$ cat src/rtl/uart_tx_param.sv
// Parametrised UART transmitter: configurable data width, optional parity,
// 1 or 2 stop bits, and an input FIFO that feeds back-to-back frames.
module uart_tx_param #(
    parameter int FREQUENCY  = 12000000,
    parameter int BAUD_RATE  = 115200,
    parameter int DATA_BITS  = 8,
    parameter int PARITY     = 0,
    parameter int STOP_BITS  = 1,
    parameter int FIFO_DEPTH = 4
) (
    input  logic                          clk,
    input  logic                          reset,
    input  logic                          tx_valid,
    input  logic [DATA_BITS-1:0]          tx_data,
    output logic                          tx_ready,
    output logic                          tx_serial,
    output logic                          tx_active,
    output logic                          tx_done,
    output logic [$clog2(FIFO_DEPTH):0]   fifo_count
);

    localparam int CLKS_PER_BIT = FREQUENCY / BAUD_RATE;
    localparam int CNT_W        = $clog2(CLKS_PER_BIT * 2) + 1;
    localparam int PTR_W        = $clog2(FIFO_DEPTH);
    localparam int FCNT_W       = PTR_W + 1;
    localparam int BIT_W        = $clog2(DATA_BITS);
    localparam bit HAS_PARITY   = (PARITY != 0);

    localparam logic [CNT_W-1:0]  BIT_LAST_CNT  = CNT_W'(CLKS_PER_BIT - 1);
    localparam logic [CNT_W-1:0]  STOP_LAST_CNT = CNT_W'(STOP_BITS * CLKS_PER_BIT - 1);
    localparam logic [BIT_W-1:0]  DATA_LAST_IDX = BIT_W'(DATA_BITS - 1);
    localparam logic [FCNT_W-1:0] DEPTH_CNT     = FCNT_W'(FIFO_DEPTH);

    typedef enum logic [2:0] {
        ST_IDLE   = 3'd0,
        ST_START  = 3'd1,
        ST_DATA   = 3'd2,
        ST_PARITY = 3'd3,
        ST_STOP   = 3'd4
    } state_t;

    // Parity bit for a popped word; zero when parity is disabled.
    function automatic logic parity_of(input logic [DATA_BITS-1:0] d);
        logic p;
        case (PARITY)
            32'sd1:  p = ~^d;
            32'sd2:  p = ^d;
            default: p = 1'b0;
        endcase
        return p;
    endfunction

    state_t               state_r, state_s;
    logic [CNT_W-1:0]     clk_cnt_r, clk_cnt_s;
    logic [BIT_W-1:0]     bit_idx_r, bit_idx_s;
    logic [DATA_BITS-1:0] shift_r;
    logic                 parity_r;
    logic                 line_s;
    logic                 pop_s;
    logic                 push_s;
    logic                 empty_s;
    logic                 stop_last_s;
    logic                 stop_last_r;
    logic                 tx_serial_r;
    logic                 tx_active_r;
    logic                 tx_done_r;
    logic [DATA_BITS-1:0] mem_r [FIFO_DEPTH];
    logic [PTR_W-1:0]     wr_ptr_r;
    logic [PTR_W-1:0]     rd_ptr_r;
    logic [FCNT_W-1:0]    count_r;

    // Ready looks only at the current count, never at a same-cycle pop.
    assign tx_ready   = (count_r < DEPTH_CNT);
    assign push_s     = tx_valid & tx_ready;
    assign empty_s    = (count_r == {FCNT_W{1'b0}});
    assign tx_serial  = tx_serial_r;
    assign tx_active  = tx_active_r;
    assign tx_done    = tx_done_r;
    assign fifo_count = count_r;

    // Next-state, bit timing and line value for the frame FSM.
    always_comb begin
        state_s     = state_r;
        clk_cnt_s   = clk_cnt_r + CNT_W'(1);
        bit_idx_s   = bit_idx_r;
        pop_s       = 1'b0;
        stop_last_s = 1'b0;
        line_s      = 1'b1;
        case (state_r)
            ST_IDLE: begin
                clk_cnt_s = {CNT_W{1'b0}};
                if (!empty_s) begin
                    pop_s   = 1'b1;
                    state_s = ST_START;
                end else begin
                    state_s = ST_IDLE;
                end
            end
            ST_START: begin
                line_s = 1'b0;
                if (clk_cnt_r == BIT_LAST_CNT) begin
                    clk_cnt_s = {CNT_W{1'b0}};
                    bit_idx_s = {BIT_W{1'b0}};
                    state_s   = ST_DATA;
                end else begin
                    state_s = ST_START;
                end
            end
            ST_DATA: begin
                line_s = shift_r[bit_idx_r];
                if (clk_cnt_r == BIT_LAST_CNT) begin
                    clk_cnt_s = {CNT_W{1'b0}};
                    if (bit_idx_r == DATA_LAST_IDX) begin
                        state_s = HAS_PARITY ? ST_PARITY : ST_STOP;
                    end else begin
                        bit_idx_s = bit_idx_r + BIT_W'(1);
                    end
                end else begin
                    state_s = ST_DATA;
                end
            end
            ST_PARITY: begin
                line_s = parity_r;
                if (clk_cnt_r == BIT_LAST_CNT) begin
                    clk_cnt_s = {CNT_W{1'b0}};
                    state_s   = ST_STOP;
                end else begin
                    state_s = ST_PARITY;
                end
            end
            ST_STOP: begin
                line_s = 1'b1;
                if (clk_cnt_r == STOP_LAST_CNT) begin
                    clk_cnt_s   = {CNT_W{1'b0}};
                    stop_last_s = 1'b1;
                    // Chain straight into the next frame when a word is waiting.
                    if (!empty_s) begin
                        pop_s   = 1'b1;
                        state_s = ST_START;
                    end else begin
                        state_s = ST_IDLE;
                    end
                end else begin
                    state_s = ST_STOP;
                end
            end
            default: begin
                state_s   = ST_IDLE;
                clk_cnt_s = {CNT_W{1'b0}};
                bit_idx_s = {BIT_W{1'b0}};
                line_s    = 1'b1;
            end
        endcase
    end

    // FSM state register.
    always_ff @(posedge clk) begin
        if (reset) begin
            state_r <= ST_IDLE;
        end else begin
            state_r <= state_s;
        end
    end

    // Frame datapath; outputs trail the state by one cycle so all line timing stays aligned.
    always_ff @(posedge clk) begin
        if (reset) begin
            clk_cnt_r   <= {CNT_W{1'b0}};
            bit_idx_r   <= {BIT_W{1'b0}};
            shift_r     <= {DATA_BITS{1'b0}};
            parity_r    <= 1'b0;
            stop_last_r <= 1'b0;
            tx_serial_r <= 1'b1;
            tx_active_r <= 1'b0;
            tx_done_r   <= 1'b0;
        end else begin
            clk_cnt_r   <= clk_cnt_s;
            bit_idx_r   <= bit_idx_s;
            stop_last_r <= stop_last_s;
            tx_serial_r <= line_s;
            tx_active_r <= (state_r != ST_IDLE);
            tx_done_r   <= stop_last_r;
            if (pop_s) begin
                shift_r  <= mem_r[rd_ptr_r];
                parity_r <= parity_of(mem_r[rd_ptr_r]);
            end
        end
    end

    // FIFO storage; contents need no reset because the count guards every read.
    always_ff @(posedge clk) begin
        if (!reset && push_s) begin
            mem_r[wr_ptr_r] <= tx_data;
        end
    end

    // FIFO pointers and occupancy.
    always_ff @(posedge clk) begin
        if (reset) begin
            wr_ptr_r <= {PTR_W{1'b0}};
            rd_ptr_r <= {PTR_W{1'b0}};
            count_r  <= {FCNT_W{1'b0}};
        end else begin
            if (push_s) begin
                wr_ptr_r <= wr_ptr_r + PTR_W'(1);
            end
            if (pop_s) begin
                rd_ptr_r <= rd_ptr_r + PTR_W'(1);
            end
            case ({push_s, pop_s})
                2'b10:   count_r <= count_r + FCNT_W'(1);
                2'b01:   count_r <= count_r - FCNT_W'(1);
                default: count_r <= count_r;
            endcase
        end
    end

endmodule

$ cat config.mk
export PLATFORM = sky130hd
export DESIGN_NAME = uart_tx_param
export DESIGN_NICKNAME = d
export VERILOG_FILES = /design/src/rtl/uart_tx_param.sv
export SDC_FILE = /design/constraint.sdc
export NUM_CORES = 1
export LEC_CHECK = 0
export ABC_AREA = 1
export CAP_MARGIN = 40
export CELL_PAD_IN_SITES_DETAIL_PLACEMENT = 0
export CELL_PAD_IN_SITES_GLOBAL_PLACEMENT = 1
export CORE_UTILIZATION = 49
export CTS_CLUSTER_SIZE = 28
export DETAILED_ROUTE_END_ITERATION = 7
export PLACE_DENSITY = 0.88
export SLEW_MARGIN = 20
export SYNTH_ARGS = -nofsm -noshare
export SYNTH_HDL_FRONTEND = slang
export SYNTH_SLANG_ARGS = --single-unit
$ cat constraint.sdc
create_clock -name clk -period 3.7 [get_ports clk]
set_input_delay 0.74 -clock clk [delete_from_list [all_inputs] [get_ports clk]]
set_output_delay 0.74 -clock clk [all_outputs]
set_load 0.01 [all_outputs]
==> results of run 1 <==
layout by cell type (no fill, tap or decap), types with 3 or more instances in the layout:
cell type and n:
buf_4 3, nor3_1 3, nor2_1 48, clkdlybuf4s50_1 17, nand2_4 3, edfxtp_1 32
nor2_4 3, nand2_1 89, nor2_2 6, nand3_1 18, nand2_2 3, inv_1 41
ha_1 8, dfxtp_1 34, nand4_1 3, clkbuf_8 9, inv_2 6, o21ai_0 13
nand3b_1 10, a21oi_1 12
worst max path at each step:
stage               slack (ns)         start            end
detailed placement        1.17         reset    mem_r[2][0]
global placement          1.21         reset    mem_r[3][6]
finish                    1.33  clk_cnt_r[0]  fifo_count[2]
CTS                       1.30  clk_cnt_r[0]  fifo_count[2]
floorplan                 1.59  clk_cnt_r[0]  fifo_count[2]
global route              1.06  clk_cnt_r[0]  fifo_count[2]
kinds of logic after synthesis:
kind of cell / after synthesis
buf+inv: 56
fa+ha+maj: 9
xor+xnor: 2
simple gates: 191
flops: 66
compound gates: 28
worst min-delay path, stage by stage (launching register included):
cell	delay (ns)
dfxtp_1	0.30
inv_1	0.04
nor2_1	0.03
layer usage:
| layer | part of all wire | wire (um) |
|---|---|---|
| met1 | 0.46 | 2680 |
| met2 | 0.48 | 2790 |
| met3 | 0.028 | 164 |
| met4 | 0.027 | 158 |
| met5 | 0 | 0 |
per-stage QoR:
stage / area, um2 / std cells / util
2_1_floorplan: 3130 / 352 / -
3_3_place_gp: 3350 / 439 / 0.556
3_5_place_dp: 3350 / 439 / 0.556
4_1_cts: 3560 / 455 / 0.590
5_1_grt: 3560 / 455 / 0.590
6_report: 3560 / 455 / 0.590
report_power, final:
group	internal, mW	switching, mW
Clock	0.375	0.271
Sequential	0.874	0.0707
Combinational	0.282	0.424
Total	1.53	0.765
layout make-up:
| cell class | count | share of cell area |
|---|---|---|
| tap | 75 | 0.0264 |
| multi-input combinational | 230 | 0.347 |
| clock inverter | 6 | 0.0229 |
| inverter | 48 | 0.0521 |
| clock buffer | 10 | 0.0359 |
| timing repair buffer | 20 | 0.0542 |
| sequential | 66 | 0.461 |
sequential cells by signal, indices dropped and copies added (netlist names):
register / flops
mem_r: 32
clk_cnt_r: 9
shift_r: 8
bit_idx_r: 3
fifo_count: 3
state_r: 3
rd_ptr_r: 2
wr_ptr_r: 2
stop_last_r: 1
tx_active: 1
tx_done: 1
tx_serial: 1
==> qor.txt, run 1 <==
run status: completed
largest cells by area after synthesis: edfxtp_1 (31%), dfxtp_1 (22%), nand2_1 (11%)
Startpoint Class: register
R2R Path Start: clk_cnt_r[0]
Die H: 81.9 um
Final HPWL DP: 4220 um
HP Start: stop_last_r
FF-to-FF setup slack: 1.33 ns
min Tclk post-route: 2.37 ns
Layout area overhead: 13.6%
routed wire length: 5790 um
Port Buffers: 17
GPL Wtd Cong: 0.826
CP Class: register to register
Slew HR: 0.575
Bufs and invs on worst path: 2
PwrDens: 646 nW/um2
RSZ-0062 raised after global routing: no
FF-to-FF path depth: 14
I/O Pins: 18
fin crit share: 0.640
Fillers: 547
ys flop type: dfxtp_1
DRT antenna net count: 0
Initial DRT Pass Iterations: 4
mux cell area share after synthesis: 0
sequential cell area fraction in the yosys report: 0.524
Resized cells post-CTS: 0
Endpoint, Worst Hold: tx_done
Starting Density: 0.520
Inserted Clock Buffers: 9
setup bufs post-CTS: 0
post-synthesis adder-cell area fraction: 0.0384
CTS tree: yes
maximum clock path buffer count: 2
# hold bufs at CTS: 0
maximum VDD drop: 0.360 mV
# setup viols final: 0
die footprint: 6710 um2
Worst path max stage delay: 0.38 ns
vias in the first global route: 2130
cell repeated most along the worst path: nand2_4
Vias: 2223
area occupied by multi-input gates: 1230 um2
core region area: 6030 um2
num rows: 28
met3 Usage GRT: 0.0433
Top delay family on crit path: adder cells
gr usage total: 0.202
total number of yosys warnings: 0
Residual DRC: 0
CP Cell Sequence: ha_1 -> nand2_1 -> nor2_4 -> nand2_4 -> nand2_4 -> nand2_4 -> clkinv_4 -> ha_1 -> inv_1 -> fa_1 -> a21oi_1 -> o21ai_0 -> o21ai_0 -> a21oi_1
total of max-cap violations: 0
worst setup margin: 1.33 ns
Post-Place Worst Slack: 1.17 ns
GRT overflow: 0
worst-skew pair later-pin latency: 0.34 ns
# nets final: 395
flip-flop and latch area: 1640 um2
most frequent cell after synthesis: nand2_1
Fmax achieved: 422 MHz
hold path depth: 2
layout cell share with drive strength beyond 1: 0.124
Yosys cell types: 31
first-pass GRT wire length: 9890 um
Worst setup EP type: register
Leak: 1.47 nW
GR Layer Usage met1: 0.249
post-synthesis simple-gate area fraction: 0.290
Post-synth EDFFs: 32
CP Depth: 14
Root Buffer: clkbuf_8
synthesized area per cell: 8.89 um2
Inserted Diodes: 0
crit path max fanout: 11
HP Class: register to register
WP data required: 3.93 ns
WHS: 0.410 ns
Synth Area in Compound Gates: 0.0548
Yosys reg bits: 66
initial antenna violation count: 0
largest family of logic cells by synthesized area: simple AND/OR/NAND/NOR gates
top post-synthesis cells by count: nand2_1 (89), nor2_1 (48), inv_1 (41), dfxtp_1 (34), edfxtp_1 (32)
Yosys top cell by area: edfxtp_1
Final Max Slew Viols: 0
CP arrival: 2.60 ns
synthesized net count: 372
R2R Path End: fifo_count[2]
violation count after the first detailed-route iteration: 93
Final Hold Vio Count: 0
H-tree level count: 3
post-DR wirelength/cell: 12.7 um
Worst path slowest cell: fa_1
GR peak layer: met2
TritonCTS Sinks: 66
Via density: 4.89
mapped cell area: 3130 um2
Synth top area share: 0.307
met2 Use GR: 0.328
die width: 81.9 um
Worst Tran Pin Value: 0.636 ns
ys async rst share: 0
pin count of the biggest net entering global routing: 20
xor/xnor share of the synthesized area: 0.0116
Syn Inst Count: 352
Design Power: 2.30 mW
TNS Setup: 0 ns
clock skew: 0.0103 ns
Clock transition at path regs: 0.07 ns
(Power assumes the default switching activity.)
==> run 2: changes to the inputs <==
--- a/config.mk
+++ b/config.mk
@@ -9,10 +9,10 @@
 export CAP_MARGIN = 40
 export CELL_PAD_IN_SITES_DETAIL_PLACEMENT = 0
 export CELL_PAD_IN_SITES_GLOBAL_PLACEMENT = 1
-export CORE_UTILIZATION = 49
+export CORE_UTILIZATION = 41
 export CTS_CLUSTER_SIZE = 28
 export DETAILED_ROUTE_END_ITERATION = 7
-export PLACE_DENSITY = 0.88
+export PLACE_DENSITY = 0.79
 export SLEW_MARGIN = 20
 export SYNTH_ARGS = -nofsm -noshare
 export SYNTH_HDL_FRONTEND = slang
==> constraint.sdc (replaced) <==
create_clock -name clk -period 2 [get_ports clk]
set_input_delay 0.4 -clock clk [delete_from_list [all_inputs] [get_ports clk]]
set_output_delay 0.4 -clock clk [all_outputs]
set_load 0.01 [all_outputs]
==> qor.txt, run 2 (synthesis results as in run 1) <==
Die H: 89.4 um
DRT antenna net count: 0
fin crit share: 0.986
routed wire length: 5630 um
min Tclk post-route: 1.97 ns
Residual DRC: 0
CP arrival: 2.20 ns
Slew HR: 0.680
Endpoint, Worst Hold: tx_done
Post-Place Worst Slack: 0.000350 ns
core region area: 7330 um2
Root Buffer: clkbuf_8
# setup viols final: 0
worst setup margin: 0.0273 ns
Worst Tran Pin Value: 0.479 ns
commonest cells after routing, fill and taps aside: nand2_1 (88), nor2_1 (48), inv_1 (40)
max reg flops: 32
CTS tree: yes
FF-to-FF path depth: 14
Starting Density: 0.427
# hold bufs at CTS: 0
Regs by FF count: mem_r: 32 flops, clk_cnt_r: 9 flops, shift_r: 8 flops
layout cell share with drive strength beyond 1: 0.185
Fmax achieved: 507 MHz
Port Buffers: 17
worst setup path startpoint: clk_cnt_r[0]
PwrDens: 1130 nW/um2
R2R Path End: fifo_count[2]
die width: 89.4 um
FF-to-FF setup slack: 0.03 ns
GPL Wtd Cong: 0.798
crit path max fanout: 4
maximum clock path buffer count: 2
R2R Path Start: clk_cnt_r[0]
gr usage total: 0.162
RSZ-0062 raised after global routing: yes
Final Hold Vio Count: 0
TritonCTS Sinks: 66
Top reg by flops: mem_r
H-tree level count: 3
HP Start: stop_last_r
Leak: 1.53 nW
Inserted Diodes: 0
Clock transition at path regs: 0.08 ns
clock skew: 0.0132 ns
Final HPWL DP: 3870 um
WHS: 0.412 ns
CP Class: register to register
# nets final: 409
pin count of the biggest net entering global routing: 20
Layout area overhead: 18.4%
die footprint: 7990 um2
I/O Pins: 18
Final Max Slew Viols: 0
violation count after the first detailed-route iteration: 94
total of max-cap violations: 0
maximum VDD drop: 0.534 mV
Via density: 4.53
initial antenna violation count: 0
Startpoint Class: register
Worst setup EP type: register
worst-skew pair later-pin latency: 0.35 ns
GRT overflow: 0
most common cell after layout, fill and taps aside: nand2_1
run status: completed
hold path depth: 2
Initial DRT Pass Iterations: 4
num rows: 31
vias in the first global route: 2054
HP Class: register to register
first-pass GRT wire length: 9290 um
Inserted Clock Buffers: 9
Vias: 2234
post-DR wirelength/cell: 11.4 um
WP data required: 2.23 ns
## run 2: cell count changes in the layout (fill, tap and decap cells not counted), sizes merged
cell	delta
clkinvlp	+3
clkbuf	-1
buf	+14
clkinv	-2
inv	+2
bufinv	-2
## run 2: how the worst max path moves through the flow
| stage | slack (ns) | depth (start not counted) | end |
|---|---|---|---|
| after floorplan | 0.02 | 14 | fifo_count[2] |
| after global placement | 0.05 | 14 | fifo_count[2] |
| after detailed placement | 0.0003 | 14 | fifo_count[2] |
| after CTS | 0.006 | 14 | fifo_count[2] |
| after global routing | -0.08 | 14 | fifo_count[2] |
| final | 0.03 | 14 | fifo_count[2] |
## run 2: through the flow
| stage | setup TNS [ns] | power (mW) | std cells | instance area [um2] | utilization |
|---|---|---|---|---|---|
| 2_1_floorplan | 0 | 2.83 | 352 | 3140 | - |
| 3_3_place_gp | 0 | 3.14 | 475 | 3480 | 0.475 |
| 3_5_place_dp | 0 | 3.16 | 475 | 3480 | 0.475 |
| 4_1_cts | 0 | 4.18 | 491 | 3670 | 0.501 |
| 5_1_grt | -0.0803 | 4.52 | 493 | 3710 | 0.506 |
| 6_report | 0 | 4.19 | 493 | 3710 | 0.506 |
## run 2: final cells by class
| class | instances | area (um2) |
|---|---|---|
| clock buffers | 9 | 124 |
| clock inverters | 7 | 53.8 |
| fillers | 674 | 3620 |
| inverters | 48 | 185 |
| multi-input cells | 230 | 1280 |
| flip-flops and latches | 66 | 1640 |
| well taps | 99 | 124 |
| repair buffers | 34 | 298 |
## run 2: power by group
| group | internal (mW) | switching, mW |
|---|---|---|
| Sequential | 1.62 | 0.104 |
| Combinational | 0.619 | 0.846 |
| Clock | 0.457 | 0.548 |
## run 2: per-layer routing
metal	vias to the layer above	global-route usage	wire length, um
li1	1194	-	-
met1	1006	0.184	2630
met2	29	0.282	2770
met3	5	0.0609	170
met4	0	0.0563	59
met5	-	0	0
## run 2: worst max-delay path: stages, from the launching register on
cell,delay [ns]
dfxtp_2,0.36
ha_4,0.15
nand2_4,0.06
nor2_4,0.10
nand2_4,0.06
nand2_4,0.06
nand2_4,0.06
clkinv_4,0.06
ha_4,0.11
inv_2,0.04
fa_2,0.37
a21oi_2,0.16
o21ai_2,0.07
o21ai_1,0.15
a21oi_1,0.05
## run 2: timing repair
item,CTS,global route
gates resized for setup,1,6
setup endpoints to repair,1,2
pin swaps,0,6
setup buffers,0,2
hold endpoints to repair,0,0
cloned,0,0
==> run 3: changes to the inputs <==
--- a/config.mk
+++ b/config.mk
@@ -13,6 +13,7 @@
 export CTS_CLUSTER_SIZE = 28
 export DETAILED_ROUTE_END_ITERATION = 7
 export PLACE_DENSITY = 0.79
+export SETUP_SLACK_MARGIN = 0.05
 export SLEW_MARGIN = 20
 export SYNTH_ARGS = -nofsm -noshare
 export SYNTH_HDL_FRONTEND = slang
==> qor.txt, run 3 (synthesis results as in run 1) <==
run status: completed
CP Class: register to register
H-tree level count: 3
Initial DRT Pass Iterations: 4
Post-Place Worst Slack: -0.000945 ns
# hold bufs at CTS: 0
Leak: 1.54 nW
total of max-cap violations: 0
first-pass GRT wire length: 9090 um
num rows: 31
layout cell share with drive strength beyond 1: 0.183
die footprint: 7990 um2
cell repeated most along the worst path: nand2_4
area occupied by multi-input gates: 1280 um2
maximum VDD drop: 0.560 mV
flip-flop and latch area: 1650 um2
Fillers: 689
GR peak layer: met2
Final Hold Vio Count: 0
TNS Setup: 0 ns
initial antenna violation count: 0
Top reg by flops: mem_r
maximum clock path buffer count: 2
Worst path max stage delay: 0.36 ns
fin crit share: 0.961
most common cell after layout, fill and taps aside: nand2_1
Port Buffers: 17
met2 Use GR: 0.269
TritonCTS Sinks: 66
met3 Usage GRT: 0.0471
Top delay family on crit path: adder cells
total placed cells including tap cells: 475
Worst path slowest cell: dfxtp_4
Startpoint Class: register
GR Layer Usage met1: 0.185
Residual DRC: 0
Final HPWL DP: 3880 um
Post-Layout Cell Count: 493
gr usage total: 0.158
Clock transition at path regs: 0.07 ns
Vias: 2224
CTS tree: yes
Non-Filler Cell Area, Final: 3730 um2
Worst Tran Pin Value: 0.481 ns
pin count of the biggest net entering global routing: 20
RSZ-0062 raised after global routing: yes
commonest cells after routing, fill and taps aside: nand2_1 (88), nor2_1 (48), inv_1 (40)
vias in the first global route: 1987
# setup viols final: 0
Via density: 4.51
Regs by FF count: mem_r: 32 flops, clk_cnt_r: 9 flops, shift_r: 8 flops
HP Class: register to register
Worst setup EP type: register
PwrDens: 1150 nW/um2
Fmax achieved: 520 MHz
Post-DP Area: 3510 um2
core region area: 7330 um2
DRT antenna net count: 0
worst setup margin: 0.0772 ns
CP arrival: 2.16 ns
Bufs and invs on worst path: 2
Inserted Clock Buffers: 9
post-DR wirelength/cell: 11.1 um
Design Power: 4.28 mW
violation count after the first detailed-route iteration: 46
die width: 89.4 um
I/O Pins: 18
GPL Wtd Cong: 0.755
# nets final: 409
crit path max fanout: 3
min Tclk post-route: 1.92 ns
CP Cell Sequence: ha_4 -> nand2_4 -> nor2_4 -> nand2_4 -> nand2_4 -> nand2_4 -> clkinv_4 -> ha_4 -> inv_4 -> fa_2 -> a21oi_2 -> o21ai_2 -> o21ai_1 -> a21oi_1
Inserted Diodes: 0
Slew HR: 0.679
WP data required: 2.23 ns
Layout area overhead: 19.1%
worst-skew pair later-pin latency: 0.34 ns
clock skew: 0.00761 ns
Starting Density: 0.427
routed wire length: 5490 um
Final Max Slew Viols: 0
GRT overflow: 0
max reg flops: 32
Root Buffer: clkbuf_8
Die H: 89.4 um
==> run 3: changes by cell type in the layout (fill, tap and decap cells not counted), sizes merged <==
cell      before  now
inv           49   47
bufinv         0    1
clkbuf         9   10
clkinv         3    4
clkinvlp       3    2
==> run 3: what timing repair did <==
action	in CTS	in global routing
gates resized for setup	0	4
endpoints found under the setup margin	1	2
pin swaps	2	6
buffers inserted	0	2
==> run 3: final timing paths <==
| kind | slack, ns | startpoint | to | cells past startpoint |
|---|---|---|---|---|
| hold / removal | 0.41 | stop_last_r | tx_done | 2 |
| hold reg to reg | 0.41 | stop_last_r | tx_done | 2 |
| setup / recovery | 0.08 | clk_cnt_r[0] | fifo_count[2] | 14 |
| setup reg to reg | 0.08 | clk_cnt_r[0] | fifo_count[2] | 14 |
==> run 3: layer usage <==
| metal | part of all wire | vias up |
|---|---|---|
| met3 | 0.031 | 8 |
| met1 | 0.47 | 992 |
| li1 | - | 1196 |
| met5 | 0 | - |
| met2 | 0.49 | 28 |
| met4 | 0.017 | 0 |
==> run 3: cell type report <==
class	instances	share of cell area
Multi-Input combinational cell	230	0.343
Clock buffer	10	0.0342
Clock inverter	6	0.0181
Tap cell	99	0.0332
Inverter	48	0.0503
Timing Repair Buffer	34	0.0799
Sequential cell	66	0.442
==> run 3: power by group <==
group,internal (mW),switching [mW],leakage [nW]
Sequential,1.62,0.106,0.569
Clock,0.577,0.509,0.0925
Combinational,0.631,0.836,0.876
Total,2.83,1.45,1.54
==> run 3: worst register-to-register path, stage by stage, from the launching register on <==
cell and delay (ns):
dfxtp_4 0.36, ha_4 0.14, nand2_4 0.06, nor2_4 0.13
nand2_4 0.06, nand2_4 0.06, nand2_4 0.07, clkinv_4 0.06
ha_4 0.12, inv_4 0.04, fa_2 0.35, a21oi_2 0.16
o21ai_2 0.07, o21ai_1 0.11, a21oi_1 0.04
==> run 3: stage by stage <==
| stage | util | hold WS (ns) |
|---|---|---|
| 6_report | 0.509 | 0.407 |
| 5_1_grt | 0.509 | 0.426 |
| 4_1_cts | 0.505 | 0.412 |
| 3_5_place_dp | 0.478 | 0.400 |
| 3_3_place_gp | 0.478 | 0.401 |
| 2_1_floorplan | - | 0.388 |
